### src/rtl/aes_stream_pkg.sv
// aes_stream_pkg: shared definitions for the AES stream adapter slice.
//   - FSM state encoding (IDLE, FILL, LOAD, BUSY, DRAIN)
//   - word-index width for the 4 x 32-bit big-endian block layout
//   - default core timeout
//   - word get/put helpers (word 0 = bits [127:96], word 3 = bits [31:0])
package aes_stream_pkg;

  localparam int WIDX_W          = 2;
  localparam int TIMEOUT_DEFAULT = 255;

  localparam logic [2:0] ST_IDLE  = 3'd0;
  localparam logic [2:0] ST_FILL  = 3'd1;
  localparam logic [2:0] ST_LOAD  = 3'd2;
  localparam logic [2:0] ST_BUSY  = 3'd3;
  localparam logic [2:0] ST_DRAIN = 3'd4;

  // Extract big-endian word idx from a 128-bit block.
  function automatic logic [31:0] get_word(input logic [127:0] blk,
                                           input logic [WIDX_W-1:0] idx);
    logic [31:0] w;
    case (idx)
      2'd0:    w = blk[127:96];
      2'd1:    w = blk[95:64];
      2'd2:    w = blk[63:32];
      2'd3:    w = blk[31:0];
      default: w = 32'h0000_0000;
    endcase
    return w;
  endfunction

  // Return blk with big-endian word idx replaced by word.
  function automatic logic [127:0] put_word(input logic [127:0] blk,
                                            input logic [WIDX_W-1:0] idx,
                                            input logic [31:0] word);
    logic [127:0] r;
    r = blk;
    case (idx)
      2'd0:    r[127:96] = word;
      2'd1:    r[95:64]  = word;
      2'd2:    r[63:32]  = word;
      2'd3:    r[31:0]   = word;
      default: r = blk;
    endcase
    return r;
  endfunction

endpackage

### src/rtl/aes_word_unpacker.sv
// aes_word_unpacker: holds one 128-bit result block and presents it as a
// stream of four big-endian 32-bit words.
// Ports:
//   clk, rst      - clock, asynchronous active-high reset
//   capture       - load text_in, present word 0
//   text_in[127:0]- block to capture
//   advance       - step to the next word (word accepted downstream)
//   out_data[31:0]- currently presented word (registered)
//   last          - the presented word is word 3
module aes_word_unpacker
  import aes_stream_pkg::*;
(
  input  logic         clk,
  input  logic         rst,
  input  logic         capture,
  input  logic [127:0] text_in,
  input  logic         advance,
  output logic [31:0]  out_data,
  output logic         last
);

  logic [127:0]       blk_r;
  logic [WIDX_W-1:0]  idx_r;
  logic [WIDX_W-1:0]  idx_nxt_s;
  logic [31:0]        word_r;

  assign idx_nxt_s = idx_r + 2'd1;

  // Block register, word index and registered output word.
  always_ff @(posedge clk or posedge rst) begin
    if (rst) begin
      blk_r  <= 128'h0;
      idx_r  <= 2'd0;
      word_r <= 32'h0000_0000;
    end else if (capture) begin
      blk_r  <= text_in;
      idx_r  <= 2'd0;
      word_r <= text_in[127:96];
    end else if (advance) begin
      idx_r  <= idx_nxt_s;
      word_r <= get_word(blk_r, idx_nxt_s);
    end else begin
      word_r <= word_r;
    end
  end

  assign out_data = word_r;
  assign last     = (idx_r == 2'd3);

endmodule

### src/rtl/aes_stream_adapter.sv
// aes_stream_adapter: bridges a 32-bit valid/ready plaintext stream and a
// 32-bit valid/ready ciphertext stream to a 128-bit aes_cipher_top style core.
// Ports:
//   clk, rst                  - clock, asynchronous active-high reset
//   key_wr/key_idx/key_word   - key shadow word write (any state)
//   in_valid/in_ready/in_data - plaintext words, big-endian order
//   out_valid/out_ready/out_data - ciphertext words, big-endian order
//   core_ld/core_key/core_text   - core load strobe, key and plaintext block
//   core_done/core_text_out      - core completion and result block
//   err                       - sticky core timeout flag (cleared by reset only)
//   blk_cnt                   - completed block counter (wraps)
module aes_stream_adapter
  import aes_stream_pkg::*;
#(
  parameter int TIMEOUT = TIMEOUT_DEFAULT
) (
  input  logic         clk,
  input  logic         rst,
  input  logic         key_wr,
  input  logic [1:0]   key_idx,
  input  logic [31:0]  key_word,
  input  logic         in_valid,
  output logic         in_ready,
  input  logic [31:0]  in_data,
  output logic         out_valid,
  input  logic         out_ready,
  output logic [31:0]  out_data,
  output logic         core_ld,
  output logic [127:0] core_key,
  output logic [127:0] core_text,
  input  logic         core_done,
  input  logic [127:0] core_text_out,
  output logic         err,
  output logic [15:0]  blk_cnt
);

  localparam int CNT_W = $clog2(TIMEOUT + 1);

  logic [2:0]        state_r;
  logic [2:0]        state_nxt_s;
  logic [WIDX_W-1:0] wcnt_r;
  logic [127:0]      text_r;
  logic [127:0]      key_shadow_r;
  logic [127:0]      key_shadow_nxt_s;
  logic [127:0]      core_key_r;
  logic              core_ld_r;
  logic              in_ready_r;
  logic              out_valid_r;
  logic              err_r;
  logic [15:0]       blk_cnt_r;
  logic [CNT_W-1:0]  busy_cnt_r;
  logic              in_fire_s;
  logic              out_fire_s;
  logic              capture_s;
  logic              timeout_s;
  logic              last_s;
  logic              load_entry_s;

  assign in_fire_s    = in_valid && in_ready_r;
  assign out_fire_s   = out_valid_r && out_ready;
  assign capture_s    = (state_r == ST_BUSY) && core_done;
  // busy_cnt_r counts cycles since core_ld rose, so this fires on the
  // edge that completes TIMEOUT cycles without a done.
  assign timeout_s    = (state_r == ST_BUSY) && !core_done &&
                        (busy_cnt_r == CNT_W'(TIMEOUT - 1));
  assign load_entry_s = (state_nxt_s == ST_LOAD) && (state_r != ST_LOAD);

  // Key shadow with this cycle's write applied, so a write coinciding
  // with LOAD entry reaches the working copy.
  always_comb begin
    key_shadow_nxt_s = key_shadow_r;
    if (key_wr) begin
      key_shadow_nxt_s = put_word(key_shadow_r, key_idx, key_word);
    end else begin
      key_shadow_nxt_s = key_shadow_r;
    end
  end

  // Next-state logic for the block FSM.
  always_comb begin
    state_nxt_s = state_r;
    case (state_r)
      ST_IDLE: begin
        if (in_fire_s) begin
          state_nxt_s = (wcnt_r == 2'd3) ? ST_LOAD : ST_FILL;
        end else begin
          state_nxt_s = ST_IDLE;
        end
      end
      ST_FILL: begin
        if (in_fire_s && (wcnt_r == 2'd3)) begin
          state_nxt_s = ST_LOAD;
        end else begin
          state_nxt_s = ST_FILL;
        end
      end
      ST_LOAD: state_nxt_s = ST_BUSY;
      ST_BUSY: begin
        if (core_done) begin
          state_nxt_s = ST_DRAIN;
        end else if (timeout_s) begin
          state_nxt_s = ST_IDLE;
        end else begin
          state_nxt_s = ST_BUSY;
        end
      end
      ST_DRAIN: begin
        if (out_fire_s && last_s) begin
          state_nxt_s = ST_IDLE;
        end else begin
          state_nxt_s = ST_DRAIN;
        end
      end
      default: state_nxt_s = ST_IDLE;
    endcase
  end

  // State and handshake outputs, registered from the next state so they
  // line up with the state they describe.
  always_ff @(posedge clk or posedge rst) begin
    if (rst) begin
      state_r     <= ST_IDLE;
      in_ready_r  <= 1'b0;
      core_ld_r   <= 1'b0;
      out_valid_r <= 1'b0;
    end else begin
      state_r     <= state_nxt_s;
      in_ready_r  <= (state_nxt_s == ST_IDLE) || (state_nxt_s == ST_FILL);
      core_ld_r   <= (state_nxt_s == ST_LOAD);
      out_valid_r <= (state_nxt_s == ST_DRAIN);
    end
  end

  // Input word assembly and key shadow / working key.
  always_ff @(posedge clk or posedge rst) begin
    if (rst) begin
      wcnt_r       <= 2'd0;
      text_r       <= 128'h0;
      key_shadow_r <= 128'h0;
      core_key_r   <= 128'h0;
    end else begin
      key_shadow_r <= key_shadow_nxt_s;
      if (in_fire_s) begin
        text_r <= put_word(text_r, wcnt_r, in_data);
        wcnt_r <= wcnt_r + 2'd1;
      end
      if (load_entry_s) begin
        core_key_r <= key_shadow_nxt_s;
      end
    end
  end

  // Core timeout counter, sticky error and completed-block counter.
  always_ff @(posedge clk or posedge rst) begin
    if (rst) begin
      busy_cnt_r <= '0;
      err_r      <= 1'b0;
      blk_cnt_r  <= 16'h0000;
    end else begin
      if (load_entry_s) begin
        busy_cnt_r <= '0;
      end else if ((state_r == ST_LOAD) || (state_r == ST_BUSY)) begin
        busy_cnt_r <= busy_cnt_r + CNT_W'(1);
      end
      if (timeout_s) begin
        err_r <= 1'b1;
      end
      if (out_fire_s && last_s) begin
        blk_cnt_r <= blk_cnt_r + 16'd1;
      end
    end
  end

  aes_word_unpacker u_unpacker (
    .clk      (clk),
    .rst      (rst),
    .capture  (capture_s),
    .text_in  (core_text_out),
    .advance  (out_fire_s),
    .out_data (out_data),
    .last     (last_s)
  );

  assign in_ready  = in_ready_r;
  assign out_valid = out_valid_r;
  assign core_ld   = core_ld_r;
  assign core_key  = core_key_r;
  assign core_text = text_r;
  assign err       = err_r;
  assign blk_cnt   = blk_cnt_r;

endmodule

### config.mk
export PLATFORM = sky130hd
export DESIGN_NAME = aes_stream_adapter
export DESIGN_NICKNAME = d
export VERILOG_FILES = /design/src/rtl/aes_stream_pkg.sv /design/src/rtl/aes_word_unpacker.sv /design/src/rtl/aes_stream_adapter.sv
export SDC_FILE = /design/constraint.sdc
export NUM_CORES = 1
export LEC_CHECK = 0
export CAP_MARGIN = 20
export CORE_MARGIN = 4
export CORE_UTILIZATION = 46
export CTS_BUF_LIST = sky130_fd_sc_hd__clkbuf_8 sky130_fd_sc_hd__clkbuf_16
export DETAILED_ROUTE_END_ITERATION = 8
export PLACE_DENSITY_LB_ADDON = 0.3
export SLEW_MARGIN = 10
export SYNTH_ARGS = -nofsm -noshare
export SYNTH_HDL_FRONTEND = slang
export SYNTH_SLANG_ARGS = --single-unit
### constraint.sdc
create_clock -name clk -period 17.55 [get_ports clk]
set_input_delay 2.6325 -clock clk [delete_from_list [all_inputs] [get_ports clk]]
set_output_delay 2.6325 -clock clk [all_outputs]
set_load 0.02 [all_outputs]
==> impl_metrics.py <==
metrics = {
    "run_status": {
        "status": "complete, no violations",
    },
    "grt": {
        "grt_pass1_vias": 17100,
        "grt_use_total_pct": 22.6,
        "grt-ovfl-total": 0,
        "antenna_found_initial": 10,
        "grt_pass1_wl_um": 96000,
        "grt_max_degree": 172,
    },
    "setup_path": {
        "criticalPathCategory": "in -> reg",
        "critPathLaunchType": "input port",
        "cp_slowest_cell": "buf_4",
        "path_cells": "clkdlybuf4s50_1 -> nand3_2 -> or3_4 -> buf_4 -> inv_4 -> buf_4 -> mux2_2",
        "endpoint_kind": "register",
        "worstRegToRegCells": 7,
        "crit_path_frequent_cell": "buf_4",
        "slowest_delay_ps": 740,
        "worst_ep_arrival_time_ps": 5930,
        "critPathMaxFanout": 98,
        "required_ps": 18030,
    },
    "power": {
        "power_density_nw_per_um2": 186,
        "power_uw": 5630,
        "ir_drop_uv": 120,
        "p_leak_uw": 0.0136,
    },
    "logic_synthesis": {
        "ys.flop_type": "dfrtp_1",
        "yosysSeqAreaShare_pct": 63.7,
        "yosys-top-cells-area": "dfrtp_1 64%, mux2_2 14%, nand2_1 7.2%, nor2_1 5.5%, a21oi_1 1.5%",
        "synthCells": 1970,
        "yosysTopAreaCell": "dfrtp_1",
        "ys_ff_latch": 579,
        "synth_nets": 2182,
        "syn-mean-instance-area_sq_um": 11.5,
        "async_reset_ff_share_pct": 100,
        "yosysWarnings": 0,
        "synth_edf_count": 0,
        "syn_area_sq_um": 22700,
        "yosysUniqueCellTypes": 38,
        "yosys.area.top_type_share_pct": 63.7,
    },
    "die": {
        "die_area_sq_um": 53000,
        "die_h_um": 230,
        "floorplan.rows": 81,
        "start_util_pct": 46.5,
        "ios": 508,
        "die_w_um": 230,
        "design.core.area_sq_um": 48800,
    },
    "drt": {
        "wirelength_um": 61300,
        "vias_per_cell": 5.17,
        "drc": 0,
        "drt_iter0_drc": 1197,
        "ant_nets": 0,
        "first_pass_iters": 6,
        "routedWlPerCell_um": 19.4,
        "vias": 16400,
    },
    "cts": {
        "clk-insertion-delay-late_ps": 610,
        "clockBufferDepth": 3,
        "hold_buffers": 0,
        "cts_resized": 0,
        "cts_sinks": 579,
        "post_cts.repair.setup_buffers": 0,
        "clockRootBuffer": "clkbuf_16",
        "cts_inserted_buffers": 57,
        "clk_pin_slew_ps": 60,
        "cts_tree": "built",
        "htreeDepth": 2,
    },
    "finish": {
        "regArea_sq_um": 14500,
        "multiInputGateArea_sq_um": 7720,
        "n_fill_cell": 3886,
        "nNetsFinal": 2664,
        "area_growth_pct": 33.4,
        "fin_cells": 3164,
        "layout-drive-gt1-share_pct": 16.6,
    },
    "timing": {
        "max_slew_margin_pct": 26.7,
        "hold_ws_ps": 475,
        "max_slew.worst_pin.slew_ps": 1100,
        "hold_viol": 0,
        "clock_skew_ps": 17.5,
        "fin_crit_sh_pct": 31.0,
        "maxSlewViolCount": 0,
        "finalSetupViolations": 0,
        "period_needed_ps": 5450,
        "max_freq_mhz": 184,
        "fin_tns_setup_ps": 0,
        "rsz0062_at_grt": "no",
    },
    "flow_run": {
        "drv_cap": 0,
    },
    "placement": {
        "gp_congestion": 0.846,
        "dp_hpwl_um": 41600,
        "place_inst": 3054,
        "port_buffers": 507,
    },
    "worst_hold_path": {
        "holdPathStages": 1,
        "hold_path_class": "reg -> reg",
    },
}
where the power goes:
group | switching (uW) | internal [uW] | leakage (uW)
logic | 1140 | 1060 | 0.00566
registers | 326 | 1880 | 0.00695
clock network | 507 | 715 | 0.000996
path summary, 6_finish.rpt:
check                                           start                                 to  slack, ps
worst max-delay path                         in_valid          core_key[119]$_DFFE_PP0P_      12100
worst min-delay path                  err$_DFFE_PP0P_                    err$_DFFE_PP0P_        470
worst max register to register  wcnt_r[0]$_DFFE_PP0P_          core_key[119]$_DFFE_PP0P_      14070
worst min register to register        err$_DFFE_PP0P_                    err$_DFFE_PP0P_        470
max in group asynchronous                         rst  u_unpacker.blk_r[126]$_DFFE_PP0P_      12110
min in group asynchronous                         rst          core_key[120]$_DFFE_PP0P_       2370
area by class of cell:
type | instances | area share (%)
flip-flops and latches | 579 | 47.8
multi-input cells | 1271 | 25.5
repair buffers | 532 | 17.6
clock buffers | 69 | 5.25
well taps | 664 | 2.74
clock inverters | 33 | 0.999
inverters | 11 | 0.157
diodes | 5 | 0.0413
cells in the final DEF, fill, tap and decap left out, types with 2 or more instances in the layout:
| cell | count |
|---|---|
| a21oi_1 | 67 |
| a222oi_1 | 32 |
| a31o_2 | 2 |
| and2_1 | 2 |
| buf_12 | 2 |
| buf_16 | 2 |
| buf_4 | 21 |
| bufinv_16 | 5 |
| clkbuf_16 | 57 |
| clkbuf_8 | 12 |
| clkdlybuf4s50_1 | 507 |
| clkinv_2 | 8 |
| clkinvlp_4 | 2 |
| dfrtp_1 | 579 |
| diode_2 | 5 |
| ha_1 | 12 |
| inv_1 | 23 |
| inv_6 | 2 |
| mux2_2 | 289 |
| nand2_1 | 433 |
| nand3_1 | 9 |
| nand3_2 | 2 |
| nand3b_1 | 3 |
| nand4_1 | 5 |
| nor2_1 | 336 |
| nor3_1 | 3 |
| nor4_1 | 3 |
| o211ai_1 | 32 |
| o21ai_0 | 3 |
| o31ai_1 | 2 |
| xnor2_1 | 17 |
| xor2_1 | 5 |
through the flow:
step	area [sq um]	util [%]	setup WS [ps]
finish	30300	62.1	12100
global route	30300	62.1	11590
CTS	30200	61.9	11930
detailed placement	28300	58.0	11280
global placement	28300	58.0	11380
floorplan	22700	-	7030
cell usage after synthesis, types with 2 or more instances:
| cell type | n |
|---|---|
| or3_1 | 2 |
| nand3_1 | 11 |
| and3_1 | 2 |
| nand2_1 | 433 |
| clkbuf_1 | 46 |
| buf_6 | 5 |
| a21oi_1 | 67 |
| nand4_1 | 5 |
| o21ai_0 | 3 |
| o31ai_1 | 2 |
| xnor2_1 | 17 |
| buf_1 | 12 |
| xor2_1 | 5 |
| nor3_1 | 3 |
| a222oi_1 | 32 |
| buf_4 | 2 |
| nor2_1 | 336 |
| dfrtp_1 | 579 |
| nand3b_1 | 3 |
| nor4_1 | 3 |
| buf_2 | 44 |
| and2_1 | 2 |
| inv_1 | 9 |
| inv_2 | 2 |
| mux2_2 | 289 |
| ha_1 | 12 |
| a31o_2 | 2 |
| o211ai_1 | 32 |
routing by layer:
metal  vias up  part of all wire [%]  track usage, %
li1       7509                     -               -
met1      8199                    40            28.8
met2       542                    49            37.2
met3       113                   8.6            7.40
met4        10                   2.8            6.86
met5         -                 0.093               0
worst max-delay path: cells and delay by family:
kind,cells,cell delay [ps]
buf+inv,4,2350
mux,1,420
simple gates,2,410
kinds of logic (layout without fill, tap and decap cells):
group | Yosys count | count (layout) | share of synthesized area (%)
AO/OA/AOI/OAI | 142 | 142 | 4.29
XOR/XNOR | 22 | 22 | 0.848
adder cells (fa/ha/maj) | 12 | 12 | 0.661
buffers and inverters | 120 | 645 | 2.42
flip-flops | 579 | 579 | 63.7
multiplexers | 289 | 289 | 14.3
other | 0 | 5 | 0
AND/OR/NAND/NOR | 806 | 806 | 13.7
registers in the layout (all words and copies together), names as in the netlist:
register / cells
blk_cnt: 16
busy_cnt_r: 8
core_key: 128
core_ld: 1
core_text: 128
err: 1
in_ready: 1
key_shadow_r: 128
out_valid: 1
state_r: 3
u_unpacker.blk_r: 128
u_unpacker.idx_r: 2
u_unpacker.out_data: 32
wcnt_r: 2
No activity file was read; power rests on OpenSTA's default activity.
